File: src/rtl/qcs_dyn_pre_rd_seq.sv
// qcs_dyn_pre_rd_seq: per-chain sweep of present 20 MHz subbands, SEG_LEN
// sequential preamble reads per subband, with stall hold and done pulse.
// Optional build macro: QCS_DYN_PRE_RD_SEQ_ERR_CHK_EN enables the illegal
// configuration check in CHECK (cfg_err pulse, abort to IDLE).
module qcs_dyn_pre_rd_seq #(
   parameter int unsigned ADDR_DW   = 8,
   parameter int unsigned BW_W      = 2,
   parameter int unsigned GAMMA_W   = 4,
   parameter int unsigned SUBBAND_W = 4,
   parameter int unsigned SEG_LEN   = 64
) (
   input  logic                 clk,
   input  logic                 reset_n,
   input  logic                 start,
   input  logic [BW_W-1:0]      txconfig_bw,
   input  logic [BW_W-1:0]      sys_bw_mode,
   input  logic [SUBBAND_W-1:0] config_mu_subband_present,
   input  logic [GAMMA_W-1:0]   config_gamma_rotation,
   input  logic [3:0]           n_tx,
   input  logic                 stall,
   output logic                 nhtp_re,
   output logic [ADDR_DW-1:0]   nhtp_raddr,
   output logic                 nhtp_gamma,
   output logic                 nhtp_4ch,
   output logic                 busy,
   output logic                 done,
   output logic                 cfg_err
);

   localparam int unsigned SAMP_W = $clog2(SEG_LEN);
   localparam int unsigned SB_W   = $clog2(SUBBAND_W);
   localparam int unsigned FULL_W = SB_W + SAMP_W;

   localparam logic [2:0] S_IDLE    = 3'd0;
   localparam logic [2:0] S_CHECK   = 3'd1;
   localparam logic [2:0] S_READ    = 3'd2;
   localparam logic [2:0] S_NEXT_SB = 3'd3;
   localparam logic [2:0] S_NEXT_TX = 3'd4;
   localparam logic [2:0] S_DONE    = 3'd5;

   logic [2:0]           r_state;
   logic [2:0]           w_state_nxt;

   logic [BW_W-1:0]      r_bw;
   logic [BW_W-1:0]      r_sys;
   logic [SUBBAND_W-1:0] r_mask;
   logic [GAMMA_W-1:0]   r_gamma_cfg;
   logic [3:0]           r_ntx;
   logic [SB_W-1:0]      r_sb;
   logic [SAMP_W-1:0]    r_sample;
   logic [3:0]           r_chain;

   logic                 r_re;
   logic [ADDR_DW-1:0]   r_raddr;
   logic                 r_gamma_o;
   logic                 r_4ch;
   logic                 r_busy;
   logic                 r_done;

   logic [BW_W-1:0]      w_eff_bw;
   logic [SUBBAND_W-1:0] w_present;
   logic                 w_first_found;
   logic [SB_W-1:0]      w_first_idx;
   logic                 w_next_found;
   logic [SB_W-1:0]      w_next_idx;
   logic [3:0]           w_ntx_eff;
   logic                 w_more_chain;
   logic                 w_last_sample;
   logic                 w_rd;
   logic [FULL_W-1:0]    w_addr_full;
   logic                 w_cfg_err_nxt;

   // Effective bandwidth (code 3 behaves as 80 MHz) and present-and-active subbands
   always_comb begin
      w_eff_bw  = (r_bw > BW_W'(2)) ? BW_W'(2) : r_bw;
      w_present = '0;
      for (int i = 0; i < int'(SUBBAND_W); i++) begin
         w_present[i] = r_mask[i] && (i < (1 << w_eff_bw));
      end
   end

   // Lowest present subband overall and lowest present subband above the current one
   always_comb begin
      w_first_found = 1'b0;
      w_first_idx   = '0;
      w_next_found  = 1'b0;
      w_next_idx    = '0;
      for (int i = int'(SUBBAND_W) - 1; i >= 0; i--) begin
         if (w_present[i]) begin
            w_first_found = 1'b1;
            w_first_idx   = SB_W'(i);
         end
         if (w_present[i] && (i > int'(r_sb))) begin
            w_next_found = 1'b1;
            w_next_idx   = SB_W'(i);
         end
      end
   end

   assign w_ntx_eff     = (r_ntx == 4'd0) ? 4'd1 : r_ntx;
   assign w_more_chain  = ({1'b0, r_chain} + 5'd1) < {1'b0, w_ntx_eff};
   assign w_last_sample = (r_sample == SAMP_W'(SEG_LEN - 1));
   assign w_rd          = (r_state == S_READ) && !stall;
   assign w_addr_full   = {r_sb, r_sample};

   // State register
   always_ff @(posedge clk or negedge reset_n) begin
      if (!reset_n) r_state <= S_IDLE;
      else          r_state <= w_state_nxt;
   end

   // Next-state logic; the final segment of the final chain goes straight to
   // DONE so that done lands in the cycle right after the last read
   always_comb begin
      w_state_nxt   = r_state;
      w_cfg_err_nxt = 1'b0;
      case (r_state)
         S_IDLE:    if (start) w_state_nxt = S_CHECK;
         S_CHECK: begin
`ifdef QCS_DYN_PRE_RD_SEQ_ERR_CHK_EN
            if ((r_chain == 4'd0) && ((r_bw > r_sys) || !w_first_found)) begin
               w_cfg_err_nxt = 1'b1;
               w_state_nxt   = S_IDLE;
            end else
`endif
            if (w_first_found) w_state_nxt = S_READ;
            else               w_state_nxt = S_DONE;
         end
         S_READ:    if (w_rd && w_last_sample) w_state_nxt = S_NEXT_SB;
         S_NEXT_SB: begin
            if (w_next_found)      w_state_nxt = S_READ;
            else if (w_more_chain) w_state_nxt = S_NEXT_TX;
            else                   w_state_nxt = S_DONE;
         end
         S_NEXT_TX: begin
            if (w_more_chain) w_state_nxt = S_CHECK;
            else              w_state_nxt = S_DONE;
         end
         S_DONE:    w_state_nxt = S_IDLE;
         default:   w_state_nxt = S_IDLE;
      endcase
   end

   // Config latch and sample/subband/chain counters
   always_ff @(posedge clk or negedge reset_n) begin
      if (!reset_n) begin
         r_bw        <= '0;
         r_sys       <= '0;
         r_mask      <= '0;
         r_gamma_cfg <= '0;
         r_ntx       <= '0;
         r_sb        <= '0;
         r_sample    <= '0;
         r_chain     <= '0;
      end else begin
         case (r_state)
            S_IDLE: begin
               if (start) begin
                  r_bw        <= txconfig_bw;
                  r_sys       <= sys_bw_mode;
                  r_mask      <= config_mu_subband_present;
                  r_gamma_cfg <= config_gamma_rotation;
                  r_ntx       <= n_tx;
                  r_sb        <= '0;
                  r_sample    <= '0;
                  r_chain     <= '0;
               end
            end
            S_CHECK: begin
               r_sample <= '0;
               if (w_first_found) r_sb <= w_first_idx;
            end
            S_READ: begin
               if (!stall) r_sample <= w_last_sample ? '0 : r_sample + SAMP_W'(1);
            end
            S_NEXT_SB: if (w_next_found) r_sb <= w_next_idx;
            S_NEXT_TX: if (w_more_chain) r_chain <= r_chain + 4'd1;
            default: ;
         endcase
      end
   end

   // Registered read port and status outputs
   always_ff @(posedge clk or negedge reset_n) begin
      if (!reset_n) begin
         r_re      <= 1'b0;
         r_raddr   <= '0;
         r_gamma_o <= 1'b0;
         r_4ch     <= 1'b0;
         r_busy    <= 1'b0;
         r_done    <= 1'b0;
      end else begin
         r_re      <= w_rd;
         if (w_rd) r_raddr <= ADDR_DW'(w_addr_full);
         r_gamma_o <= w_rd ? r_gamma_cfg[r_sb] : 1'b0;
         r_4ch     <= (r_ntx > 4'd4);
         r_busy    <= (w_state_nxt != S_IDLE);
         r_done    <= (w_state_nxt == S_DONE);
      end
   end

`ifdef QCS_DYN_PRE_RD_SEQ_ERR_CHK_EN
   logic r_cfg_err;

   // One-cycle illegal-configuration pulse
   always_ff @(posedge clk or negedge reset_n) begin
      if (!reset_n) r_cfg_err <= 1'b0;
      else          r_cfg_err <= w_cfg_err_nxt;
   end

   assign cfg_err = r_cfg_err;
`else
   logic w_unused_cfg;
   assign w_unused_cfg = (^r_sys) ^ w_cfg_err_nxt;
   assign cfg_err      = 1'b0;
`endif

   assign nhtp_re    = r_re;
   assign nhtp_raddr = r_raddr;
   assign nhtp_gamma = r_gamma_o;
   assign nhtp_4ch   = r_4ch;
   assign busy       = r_busy;
   assign done       = r_done;

endmodule

File: config.mk
export PLATFORM = sky130hd
export DESIGN_NAME = qcs_dyn_pre_rd_seq
export DESIGN_NICKNAME = d
export VERILOG_FILES = /design/src/rtl/qcs_dyn_pre_rd_seq.sv
export SDC_FILE = /design/constraint.sdc
export NUM_CORES = 1
export LEC_CHECK = 0
export ABC_AREA = 0
export CAP_MARGIN = 20
export CELL_PAD_IN_SITES_DETAIL_PLACEMENT = 1
export CELL_PAD_IN_SITES_GLOBAL_PLACEMENT = 1
export CORE_ASPECT_RATIO = 2
export CORE_MARGIN = 2
export CORE_UTILIZATION = 30
export CTS_BUF_LIST = sky130_fd_sc_hd__clkbuf_16
export DETAILED_ROUTE_END_ITERATION = 8
export MAX_ROUTING_LAYER = met4
export PLACE_DENSITY_LB_ADDON = 0.1
export SYNTH_ARGS = -nofsm -noshare
export SYNTH_HDL_FRONTEND = slang
export SYNTH_SLANG_ARGS = --single-unit
File: constraint.sdc
create_clock -name clk -period 5.8 [get_ports clk]
set_input_delay 0.87 -clock clk [delete_from_list [all_inputs] [get_ports clk]]
set_output_delay 0.87 -clock clk [all_outputs]
set_load 0.01 [all_outputs]
Word-level counts from Yosys, hierarchy flattened

Index checks and enable logic that the tools add are counted.

Add/subtract/negate cells: 3
Reduce and logical (&&, ||, !) cells: 20
Multiplexer cells: 37
Shift operators: 1
$lt $le $gt $ge: 11
Eq/ne operators: 11

Operator list:

| cell                                                                 | number |
|---|---|
| 3-bit by 32-bit < comparator with 1-bit output, first input constant | 2 |
| 1-bit by 32-bit < comparator with 1-bit output, first input constant | 1 |
| 2-bit by 32-bit < comparator with 1-bit output, first input constant | 1 |
| 1-bit by 2-bit << shifter with 32-bit output, first input constant   | 1 |
| 2-bit 2-to-1 mux                                                     | 11 |
| 6-bit 2-to-1 mux                                                     | 3 |
| 6-bit case mux with 3 select lines                                   | 1 |
| 3-bit 2-to-1 mux                                                     | 5 |
| 3-bit case mux with 5 select lines                                   | 1 |
| 4-bit 2-to-1 mux                                                     | 3 |
| 1-bit 2-to-1 mux                                                     | 10 |
| 2-bit inequality test, second input constant                         | 5 |
| 1-bit logical AND                                                    | 9 |
| 3-bit nonzero test                                                   | 3 |
| 4-bit case mux with 2 select lines                                   | 1 |
| 6-bit by 1-bit adder with 6-bit output, second input constant        | 1 |
| 3-bit by 2-bit == test with 1-bit output, second input constant      | 2 |
| 3-bit == test, second input constant                                 | 2 |
| 6-bit == test, second input constant                                 | 1 |
| 2-bit case mux with 3 select lines                                   | 1 |
| 3-bit AND reduction                                                  | 2 |
| 4-bit by 1-bit adder with 5-bit output, second input constant        | 1 |
| 5-bit by 4-bit < comparator with 1-bit output                        | 1 |
| 4-bit by 1-bit adder with 4-bit output, second input constant        | 1 |
| 13 further kinds                                                     | 14 |

Word-level logic and storage cells: 97
Input port bits: 20
Output and inout bits: 14
Bits in registers: 42

Logic depth before layout (Yosys ltp)

Gate-level depths: netlist of the first run.

Depth after elaboration: 12
Depth in mapped cells: 8
Mapped depth without buffers: 8

Worst setup path after synthesis of the first run

OpenSTA, ideal clock, no wires.

Path kind: reg-to-reg
Start: register r_chain[0]
End: register r_chain[0]
Library setup time: 0.125 ns
Slack: 3.512 ns
Arrival: 2.163 ns
Buffers on the path: 0
Clock period less this slack: 2.288 ns
Stages on the path, launching flop included: 9
Data required time: 5.675 ns
Cells stage by stage: dfrtp_1 ha_1 xor2_1 ha_1 a21oi_1 and2b_2 nor4_4 nor2_1 mux2_2

Cells in the longest elaborated chain, start to end: 4
Elaborated cells between the ends (all ways): 7
Classes of those cells: 2 x add/sub; 1 x order compare; 1 x eq/ne; 2 x mux; 1 x reduce/logical

Ends and longest elaborated chain:

| item                                          | RTL line | source |
|---|---|---|
| start, declared                               | 51       | `logic [3:0] r_chain;` |
| start signal, assigned                        | 177      | `S_NEXT_TX: if (w_more_chain) r_chain <= r_chain + 4'd1;` |
| 4-bit by 1-bit adder with 5-bit output        | 101      | `assign w_more_chain = ({1'b0, r_chain} + 5'd1) < {1'b0, w_ntx_eff};` |
| 5-bit by 4-bit < comparator with 1-bit output | 101      |  |
| 2-bit inequality test (no source line)        | n/a      |  |
| 3-bit AND reduction (no source line)          | n/a      |  |

Parallel ways exist; a longest one is shown, timed or not. The select of a mux whose other input is x is not followed.
A chain may end at the register's enable or synchronous reset.

Worst setup path after layout of the first run

Same ends and word-level chain as after synthesis.

==> results of run 1 <==
-- report_power, final --
part,switching [µW],total [µW],internal (µW)
combinational,219,457,238
sequential,90.0,480,390
clock,107,262,155
total,416,1200,783
-- metal layers --
layer  global-route usage, %  vias to the layer above  share of wire (%)
met5                       -                        -                  0
met4                   6.250                        0                2.3
met3                   2.678                        7                3.2
met2                   22.34                       24                 50
met1                   14.69                      745                 44
li1                        -                      725                  -
-- per-stage QoR --
step	total power (µW)	util [%]	instances	setup slack, ns
2_1_floorplan	801.3	-	185	3.512
3_3_place_gp	942.0	36.29	300	3.263
3_5_place_dp	953.4	36.29	300	3.224
4_1_cts	1225	38.31	308	3.262
5_1_grt	1305	38.31	308	3.141
6_report	1199	38.31	308	3.309
-- cell usage after synthesis (all sizes together), types with 2 or more instances --
cell type / instances
a21bo: 2
a21o: 2
a21oi: 6
buf: 6
dfrtp: 42
ha: 5
inv: 7
mux2: 19
nand2: 20
nand2b: 3
nand3: 3
nor2: 9
nor2b: 2
nor3: 6
nor4: 3
nor4b: 3
o211ai: 3
o21a: 2
o21ai: 14
o31ai: 3
or2: 2
or3: 2
or3b: 4
-- state kept, by name, indices dropped and copies added, names as in the netlist --
signal	cells
nhtp_raddr	8
r_sample	6
r_chain	4
r_gamma_cfg	4
r_mask	4
r_ntx	4
r_state	3
r_bw	2
r_sb	2
busy	1
done	1
nhtp_4ch	1
nhtp_gamma	1
nhtp_re	1
-- layout make-up --
class                           instances  share of cell area [%]
Sequential cell                        42                   40.15
Multi-Input combinational cell        129                   37.43
Timing Repair Buffer                   32                   11.85
Clock buffer                            5                   4.780
Tap cell                               90                   4.302
Inverter                                7                   1.004
Clock inverter                          3                  0.4780
-- worst max-delay path: cells and delay by family, from the launching register on --
kind | cells | cell delay (ns)
compound gates | 1 | 0.12
xor+xnor | 1 | 0.18
fa+ha+maj | 2 | 0.59
flops | 1 | 0.43
mux | 1 | 0.27
simple gates | 3 | 0.79
-- worst min path at each step --
stage | slack [ns] | from | to | cells after the start
2_1_floorplan | 0.45 | r_ntx[3]$_DFFE_PN0P_ | nhtp_4ch$_DFF_PN0_ | 2
3_3_place_gp | 0.49 | nhtp_raddr[4]$_DFFE_PN0P_ | nhtp_raddr[4]$_DFFE_PN0P_ | 1
3_5_place_dp | 0.49 | r_gamma_cfg[3]$_DFFE_PN0P_ | r_gamma_cfg[3]$_DFFE_PN0P_ | 1
4_1_cts | 0.51 | r_gamma_cfg[3]$_DFFE_PN0P_ | r_gamma_cfg[3]$_DFFE_PN0P_ | 1
5_1_grt | 0.53 | nhtp_raddr[0]$_DFFE_PN0P_ | nhtp_raddr[0]$_DFFE_PN0P_ | 1
6_report | 0.51 | nhtp_raddr[5]$_DFFE_PN0P_ | nhtp_raddr[5]$_DFFE_PN0P_ | 1
-- cell families (layout without fill, tap and decap cells) --
| group | after synthesis | count (layout) | synth area share (%) |
|---|---|---|---|
| xor+xnor | 2 | 2 | 0.8375 |
| compound gates | 39 | 39 | 12.92 |
| simple gates | 61 | 61 | 17.52 |
| mux | 21 | 21 | 11.78 |
| fa+ha+maj | 5 | 5 | 2.990 |
| other cells | 1 | 1 | 0.1793 |
| buf+inv | 14 | 47 | 3.529 |
| flops | 42 | 42 | 50.24 |
==> flow_metrics.py, run 1 <==
metrics = {
    "outcome": {
        "outcome": "finished clean",
    },
    "routing": {
        "routed_wl_um": 4282,
        "first_pass_iters": 4,
        "routed-via-count": 1501,
        "drc": 0,
        "ant_nets": 0,
        "drt-vias-per-instance": 4.873,
        "drt_iter0_drc": 34,
        "detail_route.wl_per_cell_um": 13.90,
    },
    "synthesis": {
        "synth-seq-area-share_pct": 50.24,
        "synth_largest_area_cell": "dfrtp_1",
        "async_flop_share_pct": 100.0,
        "syn-cell-area_mm2": 0.002092,
        "synth_warnings": 0,
        "synthesis.nets": 210,
        "syn_avg_cell_area_um2": 11.31,
        "synth.area.top_cells": "dfrtp_1 50%, mux2_2 10%, nand2_1 3.6%",
        "ys_ff_latch": 42,
        "ys.flop_type": "dfrtp_1",
        "synth_cells": 185,
        "synth_cell_types": 49,
        "synth_edf_count": 0,
        "synth_top_area_share_pct": 50.24,
    },
    "placed_design": {
        "portBuffers": 30,
        "gp_congestion": 0.7440,
        "place_area_mm2": 0.002480,
        "dp_hpwl_um": 3189,
    },
    "final_layout": {
        "drive_gt1_share_pct": 20.64,
        "nets": 242,
        "stdcell_area_mm2": 0.002618,
        "final_common_cell": "dfrtp_1",
        "syn_to_final_growth_pct": 25.12,
        "multi_input_area_um2": 979.7,
        "seq_area_mm2": 0.001051,
        "fillers": 779,
        "num_antenna_cells": 0,
        "final_cell_mix": "42 x dfrtp_1, 29 x clkdlybuf4s50_1, 20 x nand2_1",
    },
    "cts": {
        "hold_buffers": 0,
        "ctsLongestPathBuffers": 2,
        "cts.sinks": 42,
        "path_clk_slew_ns": 0.06,
        "root_buffer": "clkbuf_16",
        "cts_tree": "done",
        "clk_latency_ns": 0.28,
        "cts_made_buffers": 5,
        "ctsResizeCount": 0,
        "htreeDepth": 2,
        "postCtsSetupBuffers": 0,
    },
    "worst_setup_path": {
        "r2r_setup_slack_ns": 3.31,
        "crit_chain": "ha_1, xor2_1, ha_1, a21oi_1, and2b_2, nor4_4, nor2_1, mux2_2",
        "crit_top_cell": "ha_1",
        "r2r_end": "r_chain[0]$_DFFE_PN0P_",
        "cp_data_required_time_ns": 5.97,
        "reg2regPathDepth": 8,
        "start_kind": "flop",
        "worstPathMaxFanout": 8,
        "cp-startpoint": "r_chain[0]$_DFFE_PN0P_",
        "slowest_delay_ns": 0.46,
        "cp-end-kind": "flop",
        "reg2reg_from": "r_chain[0]$_DFFE_PN0P_",
        "critical_path.endpoint": "r_chain[0]$_DFFE_PN0P_",
        "slowest_stage": "nor4_4",
        "cp.arrival_ns": 2.66,
        "worstSetupPathType": "reg2reg",
    },
    "floorplan": {
        "initial_core_util_pct": 30.62,
        "coreArea_mm2": 0.006833,
        "dieArea_mm2": 0.007698,
        "row_count": 43,
        "die_h_um": 122.1,
        "ios": 34,
        "die_w_um": 63.05,
    },
    "power_and_ir_drop": {
        "peakVddDrop_mv": 0.1704,
        "leakage_uw": 0.001133,
        "powerDensity_mw_per_mm2": 458.1,
    },
    "timing": {
        "fin_skew_ns": 0.001605,
        "setup_tns_ns": 0,
        "hold_violations": 0,
        "rsz0062_at_grt": "false",
        "finalMaxSlewViolations": 0,
        "setup_violations": 0,
        "worst_pin_slew_ns": 0.9666,
        "relSlewSlack_pct": 35.56,
        "timing.final.crit_period_ns": 2.491,
        "max_freq_mhz": 401.4,
        "period_share_pct": 42.95,
        "fin_worst_hold_slack_ns": 0.5051,
    },
    "global_routing": {
        "grt_start_max_net_pins": 43,
        "grtUsageTotal_pct": 13.17,
        "grt_pass1_vias": 1612,
        "grt_antenna_before_repair": 0,
        "grt_pass1_wl_um": 7679,
        "overflow": 0,
    },
    "hold_path": {
        "hp-class": "reg2reg",
    },
    "flow_run": {
        "maxCapViolCount": 0,
    },
}
No activity file was read; power rests on OpenSTA's default activity.
==> run 2, diff against run 1 <==
Clock period 5.8 ns to 2 ns, I/O delays scaled along.
==> run 2 against run 1 <==
Effect of this change: the run now ends with setup timing left; worst hold slack lost 0.43 ns; count of clock-buffer cells in the layout is the same; non-clock buffer count grew 19; first-iteration DRC count grew 29%; clock skew grew 0.0011 ns; critical path type unchanged; die area is the same; cell area grew 11%; core utilization grew 4.1 points; largest cell class is now multi-input combinational cells; cell count grew 6.2%; highest routed layer unchanged; global-route usage grew 1.3 points; sequential power grew to 2.9 times the previous value; critical path depth grew 2.
==> flow_metrics.py, run 2 (same netlist as run 1, synthesis figures left out) <==
metrics = {
    "outcome": {
        "outcome": "finished, violations left",
        "violations": "setup timing",
    },
    "floorplan": {
        "ios": 34,
        "die_h_um": 122.1,
        "coreArea_mm2": 0.006833,
        "row_count": 43,
        "initial_core_util_pct": 30.62,
        "die_w_um": 63.05,
        "dieArea_mm2": 0.007698,
    },
    "timing": {
        "relSlewSlack_pct": 63.46,
        "hold_violations": 0,
        "setup_tns_ns": -0.8273,
        "timing.final.crit_period_ns": 2.241,
        "fin_skew_ns": 0.002723,
        "max_freq_mhz": 446.2,
        "period_share_pct": 112.1,
        "setup_ws_ns": -0.2412,
        "rsz0062_at_grt": "true",
        "finalMaxSlewViolations": 0,
        "worst_pin_slew_ns": 0.5481,
        "setup_violations": 7,
    },
    "final_layout": {
        "final_common_cell": "dfrtp_1",
        "syn_to_final_growth_pct": 38.64,
        "fillers": 775,
        "final_cell_mix": "42 x dfrtp_1, 29 x clkdlybuf4s50_1, 20 x nand2_1",
        "nets": 261,
        "drive_gt1_share_pct": 31.22,
        "largest_register_ff_count": 8,
        "num_antenna_cells": 0,
    },
    "worst_setup_path": {
        "reg2reg_from": "r_chain[1]$_DFFE_PN0P_",
        "worstSetupPathType": "reg2reg",
        "r2r_end": "busy$_DFF_PN0_",
        "cp-end-kind": "flop",
        "worstPathMaxFanout": 2,
        "cp_data_required_time_ns": 2.16,
        "reg2regPathDepth": 10,
        "start_kind": "flop",
        "cp.arrival_ns": 2.40,
        "r2r_setup_slack_ns": -0.24,
    },
    "routing": {
        "route.met2.wl_um": 2616,
        "top_layer_used": "met4",
        "ant_nets": 0,
        "first_pass_iters": 4,
        "wl_met1_um": 1921,
        "drt_iter0_drc": 44,
        "wl_met3_um": 150,
        "routed-via-count": 1588,
        "drt-vias-per-instance": 4.856,
        "routed_wl_um": 4791,
        "detail_route.wl_per_cell_um": 14.65,
        "drc": 0,
    },
    "global_routing": {
        "grt_start_max_net_pins": 43,
        "grtUsageTotal_pct": 14.43,
        "grt_antenna_before_repair": 0,
        "grt_pass1_vias": 1770,
        "overflow": 0,
        "grt_pass1_wl_um": 8376,
    },
    "placed_design": {
        "portBuffers": 30,
        "gp_congestion": 0.7999,
        "dp_worst_setup_slack_ns": -0.3599,
        "dp_hpwl_um": 3345,
    },
    "cts": {
        "htreeDepth": 2,
        "clk_latency_ns": 0.28,
        "root_buffer": "clkbuf_16",
        "cts_made_buffers": 5,
        "path_clk_slew_ns": 0.06,
        "cts.sinks": 42,
        "cts_tree": "done",
        "ctsLongestPathBuffers": 2,
    },
    "power_and_ir_drop": {
        "power.internal_uw": 2497,
        "powerDensity_mw_per_mm2": 1322,
        "seq_power_share_pct": 36.2,
        "peakVddDrop_mv": 0.8022,
        "switching_share_pct": 34.89,
        "leakage_uw": 0.001248,
        "p_clk_share_pct": 20.2,
        "pwr-share-comb_pct": 43.6,
        "p_sw_uw": 1338,
    },
    "hold_path": {
        "hp-class": "in2async",
    },
    "flow_run": {
        "maxCapViolCount": 0,
    },
}
-- run 2: changes by cell type in the layout (fill, tap and decap cells not counted), sizes merged --
cell and delta:
buf +19
-- run 2: worst max-delay path by stage --
stage | from | endpoint | slack [ns] | cells past startpoint
6_report | r_chain[1]$_DFFE_PN0P_ | busy$_DFF_PN0_ | -0.24 | 10
3_3_place_gp | r_chain[1]$_DFFE_PN0P_ | r_chain[2]$_DFFE_PN0P_ | -0.28 | 9
3_5_place_dp | r_chain[1]$_DFFE_PN0P_ | r_chain[2]$_DFFE_PN0P_ | -0.36 | 9
2_1_floorplan | r_chain[0]$_DFFE_PN0P_ | r_chain[0]$_DFFE_PN0P_ | -0.24 | 8
5_1_grt | r_chain[1]$_DFFE_PN0P_ | busy$_DFF_PN0_ | -0.35 | 10
4_1_cts | r_chain[0]$_DFFE_PN0P_ | busy$_DFF_PN0_ | -0.27 | 8
-- run 2: power by group through the flow --
stage	registers (µW)	clock network [µW]	logic, µW
5_1_grt	1440	829	1870
3_3_place_gp	1390	0	1460
4_1_cts	1390	797	1640
6_report	1390	774	1670
3_5_place_dp	1400	0	1480
2_1_floorplan	1330	0	999
-- run 2: what timing repair did --
action,CTS,global route
setup buffers,6,1
endpoints found under the setup margin,8,8
hold buffers,0,0
gates resized for setup,10,12
pin swaps,10,11
-- run 2: area by class of cell --
type	instances	area (µm²)	share of cell area, %
clock inverters	3	12.51	0.4314
well taps	90	112.6	3.883
multi-input cells	129	1105	38.09
repair buffers	51	467.9	16.13
inverters	7	26.28	0.9060
clock buffers	5	125.1	4.314
flip-flops and latches	42	1051	36.24
-- run 2: per-stage QoR --
stage | instance area [µm²] | hold WS, ns | cells | utilization (%) | power (µW)
5_1_grt | 2900 | 0.1424 | 327 | 42.45 | 4139
2_1_floorplan | 2095 | 0.004409 | 185 | - | 2326
3_3_place_gp | 2580 | 0.4165 | 313 | 37.76 | 2847
6_report | 2900 | 0.07316 | 327 | 42.45 | 3835
3_5_place_dp | 2580 | 0.4152 | 313 | 37.76 | 2875
4_1_cts | 2818 | 0.1101 | 327 | 41.24 | 3831
-- run 2: critical path, cell delays in order, from the launching register on --
cell	delay, ns
dfrtp_1	0.42
ha_4	0.20
xor2_4	0.19
ha_4	0.24
buf_6	0.11
nand3_4	0.06
a211oi_4	0.05
buf_4	0.16
nor3_4	0.22
o211ai_4	0.10
or3b_1	0.37
-- run 2: routing by layer --
layer,vias to the layer above,global-route usage [%]
met5,-,-
met4,0,6.528
met3,5,2.955
met2,24,25.27
met1,805,15.51
li1,754,-
